[config.mk]
export PLATFORM = sky130hd
export DESIGN_NAME = exp_golomb_decoder
export DESIGN_NICKNAME = d
export VERILOG_FILES = /design/src/rtl/exp_golomb_decoder.sv
export SDC_FILE = /design/constraint.sdc
export NUM_CORES = 1
export LEC_CHECK = 0
export BUFFER_PORTS_ARGS = -buffer_cell sky130_fd_sc_hd__buf_2
export CORE_ASPECT_RATIO = 0.9
export CORE_UTILIZATION = 55
export DETAILED_ROUTE_END_ITERATION = 8
export PLACE_DENSITY = 0.79
export SYNTH_ARGS = -nofsm -noshare
export SYNTH_HDL_FRONTEND = slang
export SYNTH_SLANG_ARGS = --single-unit
[constraint.sdc]
create_clock -name Clk -period 3.8 [get_ports Clk]
set_input_delay 0.38 -clock Clk [delete_from_list [all_inputs] [get_ports Clk]]
set_output_delay 0.38 -clock Clk [all_outputs]
set_load 0.05 [all_outputs]
[src/rtl/exp_golomb_decoder.sv]
// Exp-Golomb ue(v)/se(v) decoder driving the upstream barrel shifter (prefix, then suffix).
// Optional te(v) range-1 support is enabled by defining EXP_GOLOMB_TE_EN.
module exp_golomb_decoder (
  input  logic        Clk,
  input  logic        Reset,
  input  logic [15:0] BitstreamShifted,
  input  logic        BarrelShifterReady,
  input  logic        Start,
  input  logic        Signed,
`ifdef EXP_GOLOMB_TE_EN
  input  logic        TeRange1,
`endif
  output logic        ShiftEn,
  output logic [4:0]  NumShift,
  output logic        Busy,
  output logic        Valid,
  output logic [15:0] Value,
  output logic        Error
);

  localparam logic [2:0] StIdle        = 3'd0;
  localparam logic [2:0] StPrefixShift = 3'd1;
  localparam logic [2:0] StWait        = 3'd2;
  localparam logic [2:0] StSuffixShift = 3'd3;
  localparam logic [2:0] StDone        = 3'd4;
  localparam logic [2:0] StErr         = 3'd5;

  logic [2:0]  state;
  logic [3:0]  lzReg;
  logic        signedReg;
  logic [15:0] suffixReg;
`ifdef EXP_GOLOMB_TE_EN
  logic        teReg;
  logic        teBit;
`endif

  logic [4:0]  lzComb;
  logic        found;
  logic [4:0]  suffixShamt;
  logic [15:0] suffixComb;
  logic [15:0] codeNum;
  logic [15:0] seValue;
  logic [15:0] decodedValue;

  always_comb begin
    lzComb = 5'd16;
    found  = 1'b0;
    for (int i = 0; i < 16; i++) begin
      if (!found && BitstreamShifted[15 - i]) begin
        lzComb = 5'(i);
        found  = 1'b1;
      end
    end
  end

  // Shift by 16 when LZ=0 yields an empty suffix.
  assign suffixShamt = 5'd16 - {1'b0, lzReg};
  assign suffixComb  = BitstreamShifted >> suffixShamt;

  assign codeNum = ((16'd1 << lzReg) - 16'd1) + suffixReg;
  assign seValue = codeNum[0] ? ((codeNum + 16'd1) >> 1) : (16'd0 - (codeNum >> 1));

  always_comb begin
    decodedValue = signedReg ? seValue : codeNum;
`ifdef EXP_GOLOMB_TE_EN
    if (teReg) decodedValue = {15'b0, ~teBit};
`endif
  end

  always_ff @(posedge Clk or posedge Reset) begin
    if (Reset) begin
      state     <= StIdle;
      lzReg     <= 4'd0;
      signedReg <= 1'b0;
      suffixReg <= 16'd0;
`ifdef EXP_GOLOMB_TE_EN
      teReg     <= 1'b0;
      teBit     <= 1'b0;
`endif
      ShiftEn   <= 1'b0;
      NumShift  <= 5'd0;
      Busy      <= 1'b0;
      Valid     <= 1'b0;
      Value     <= 16'd0;
      Error     <= 1'b0;
    end else begin
      case (state)
        StIdle: begin
          if (Start && BarrelShifterReady) begin
            signedReg <= Signed;
            Busy      <= 1'b1;
`ifdef EXP_GOLOMB_TE_EN
            teReg     <= TeRange1;
            if (TeRange1) begin
              teBit    <= BitstreamShifted[15];
              ShiftEn  <= 1'b1;
              NumShift <= 5'd1;
              state    <= StPrefixShift;
            end else
`endif
            if (lzComb == 5'd16) begin
              Error <= 1'b1;
              state <= StErr;
            end else begin
              lzReg    <= lzComb[3:0];
              ShiftEn  <= 1'b1;
              NumShift <= lzComb + 5'd1;
              state    <= StPrefixShift;
            end
          end
        end
        StPrefixShift: begin
          ShiftEn <= 1'b0;
`ifdef EXP_GOLOMB_TE_EN
          state   <= teReg ? StSuffixShift : StWait;
`else
          state   <= StWait;
`endif
        end
        StWait: begin
          suffixReg <= suffixComb;
          ShiftEn   <= (lzReg != 4'd0);
          NumShift  <= {1'b0, lzReg};
          state     <= StSuffixShift;
        end
        StSuffixShift: begin
          ShiftEn  <= 1'b0;
          NumShift <= 5'd0;
          Value    <= decodedValue;
          Valid    <= 1'b1;
          state    <= StDone;
        end
        StDone: begin
          Valid <= 1'b0;
          Busy  <= 1'b0;
          state <= StIdle;
        end
        StErr: begin
          Error <= 1'b0;
          Busy  <= 1'b0;
          state <= StIdle;
        end
        default: state <= StIdle;
      endcase
    end
  end

endmodule

==> flow_summary.toml <==
[clocking]
path_clk_slew_ns = 0.11
htree_num_levels = 2
cts-buffers-inserted = 5
tritoncts = "built"
clock-root-buffer = "clkbuf_8"
worstSkewPairLatency_ns = 0.32
clock_sinks = 49
clockBufferDepth = 2

[yosys]
synth_area_leaders = "dfrtp_1, ha_1, inv_1"
ys_seq_area_share_pct = 25.38
synth_top_cell_area_share_pct = 25.38
yosys.cell_types.count = 79
synth-warning-count = 0
synth_edf_count = 0
synth_cells = 613
syn_nets = 675
syn_area_um2 = 4832
ys_ff_latch = 49
synth-async-reset-ratio_pct = 100.0
synth.largest_area_cell = "dfrtp_1"
syn_avg_cell_area_um2 = 7.883
yosysMostFrequentCell = "inv_1"
synth_common_cells = "inv_1, nand2_1, nor2_1"
synth_ff_type = "dfrtp_1"

[sta]
slew_viol_final = 0
whs_ns = 0.2851
fmax_ghz = 0.2614
worst_slack_ns = -0.02484
rsz0062_at_grt = "yes"
setup_viol = 1
period_share_pct = 100.7
fin_crit_ns = 3.825
maxSlewHeadroom_pct = 19.28
fin_skew_ns = 0.01172
worstMarginPinSlew_ns = 1.202
setup_tns_ns = -0.02484
hold_viol = 0

[routing]
drcViolationCount = 0
initialDrtViolationCount = 299
ant_nets = 0
wl_per_cell_um = 15.76
vias = 4756
drt_wl_total_um = 12720
avgViaCountPerCell = 5.893
first_pass_iters = 6

[floorplan]
ios = 46
dieHeight_um = 90.92
start_util_pct = 56.66
die_area_um2 = 9165
core_um2 = 8528
row_count = 32
die_x_um = 100.8

[placement]
dpl.hpwl_um = 9094
gp_congestion = 0.8944
io_buffer_count = 45

[setup_path]
critPathMaxStageDelay_ns = 0.56
cp_slowest_cell = "or4_4"
crit_top_cell = "ha_1"
critPathKind = "flip-flop to flip-flop"
cp_cell_sequence = "buf_4 -> ha_1 -> nand2_1 -> ha_1 -> inv_1 -> ha_1 -> nor2_1 -> nor2_2 -> xnor2_1 -> or4_4 -> nor4_4 -> buf_4 -> inv_2 -> a21oi_2 -> nor3_2 -> o41ai_2"
start_kind = "flip-flop"
crit_path_end_kind = "flip-flop"
critPathRequiredTime_ns = 4.00
arrival_ns = 4.03
crit_fanout = 5

[min_path]
hold_path_class = "primary input to flip-flop"

[grt]
grt_overflow = 0
grt_max_degree = 50
track_usage_pct = 27.01
grt_pass1_vias = 4502
antenna_found_initial = 0
grt_pass1_wl_um = 20290

[cells_and_area]
antennaDiodeCount = 0
layout-drive-gt1-share_pct = 26.60
area_delta_synth_final_pct = 22.40
fin_nets = 749

[flow_run]
cap_violations = 0

[status]
status = "finished with violations"
violations = "setup timing"
cell type report:
class                           count  area (um2)
Multi-Input combinational cell    461        3530
Fill cell                         646        2614
Sequential cell                    49        1226
Timing Repair Buffer               94       608.1
Inverter                           76       285.3
Tap cell                          119       148.9
Clock buffer                        5       68.82
Clock inverter                      3       47.55
state kept, by name, summed over array words and instances (netlist names):
name and flops:
Value 16, suffixReg 16, NumShift 5, lzReg 4, state 3, Busy 1, Error 1, ShiftEn 1
Valid 1, signedReg 1
cell usage in the layout (no fill, tap or decap), drive strengths merged, types with 3 or more instances in the layout:
cell type	Yosys	routed
buf	7	94
inv	76	78
nand2	69	69
nor2	57	57
dfrtp	49	49
o21ai	46	46
a21oi	45	45
ha	40	40
xnor2	18	18
nor3	17	17
nand3	16	16
mux2i	14	14
mux2	11	11
o211ai	9	9
a21o	8	8
a31oi	7	7
a22oi	6	6
a222oi	6	6
o21a	6	6
xor2	6	6
nor4	6	6
o31ai	6	6
clkbuf	20	5
or3	5	5
a211oi	5	5
nor2b	5	5
and3	3	3
a32oi	3	3
o21bai	3	3
nand2b	3	3
o221ai	3	3
kinds of logic (layout without fill, tap and decap cells):
kind of cell,count (synthesis),in the layout,synth area share (%)
buffers and inverters,103,178,8.286
adder cells (fa/ha/maj),41,41,10.77
multiplexers,26,26,5.929
AND/OR/NAND/NOR,193,193,19.19
flip-flops,49,49,25.38
AO/OA/AOI/OAI,177,177,25.48
XOR/XNOR,24,24,4.972
what timing repair did:
item                                    in CTS  in global routing
endpoints found under the setup margin       3                  9
pin swaps                                    8                 26
gates resized for setup                      9                 47
buffers inserted                            11                  7
gates cloned                                 0                  0
hold buffers                                 0                  0
metal layers:
| metal | wire, um | vias up | track usage, % |
|---|---|---|---|
| met5 | 0 | - | 0 |
| li1 | - | 2306 | - |
| met1 | 5547 | 2231 | 36.60 |
| met2 | 6199 | 186 | 45.95 |
| met3 | 669 | 33 | 3.173 |
| met4 | 304 | 0 | 6.039 |
per-stage QoR:
stage          util (%)  instances  instance area (um2)  worst slack (ns)
6_report          69.35        807                 5914          -0.02484
5_1_grt           69.35        807                 5914           -0.1865
4_1_cts           65.58        800                 5593          0.002375
3_5_place_dp      62.98        781                 5371          -0.01967
3_3_place_gp      62.98        781                 5371            0.1723
2_1_floorplan         -        613                 4883           0.01859
worst max-delay path: cells and delay by family (launching register included):
family / cells / cell delay [ns]
AO/OA/AOI/OAI: 2 / 0.37
flip-flops: 1 / 0.38
buffers and inverters: 4 / 0.41
XOR/XNOR: 1 / 0.16
AND/OR/NAND/NOR: 6 / 1.51
adder cells (fa/ha/maj): 3 / 0.87
worst paths after layout:
check	from	slack (ns)	to	depth (start not counted)
setup reg to reg	lzReg[1]$_DFFE_PP0P_	-0.02	Value[9]$_DFFE_PP0P_	16
hold reg to reg	Value[5]$_DFFE_PP0P_	0.49	Value[5]$_DFFE_PP0P_	2
min in group asynchronous	Reset	0.30	signedReg$_DFFE_PP0P_	2
max in group asynchronous	Reset	2.86	suffixReg[5]$_DFFE_PP0N_	2
hold / removal	Signed	0.29	signedReg$_DFFE_PP0P_	2
setup / recovery	lzReg[1]$_DFFE_PP0P_	-0.02	Value[9]$_DFFE_PP0P_	16
Power is not shown: default switching activity piles up to over one toggle a cycle in this logic, so the estimate is an artifact.
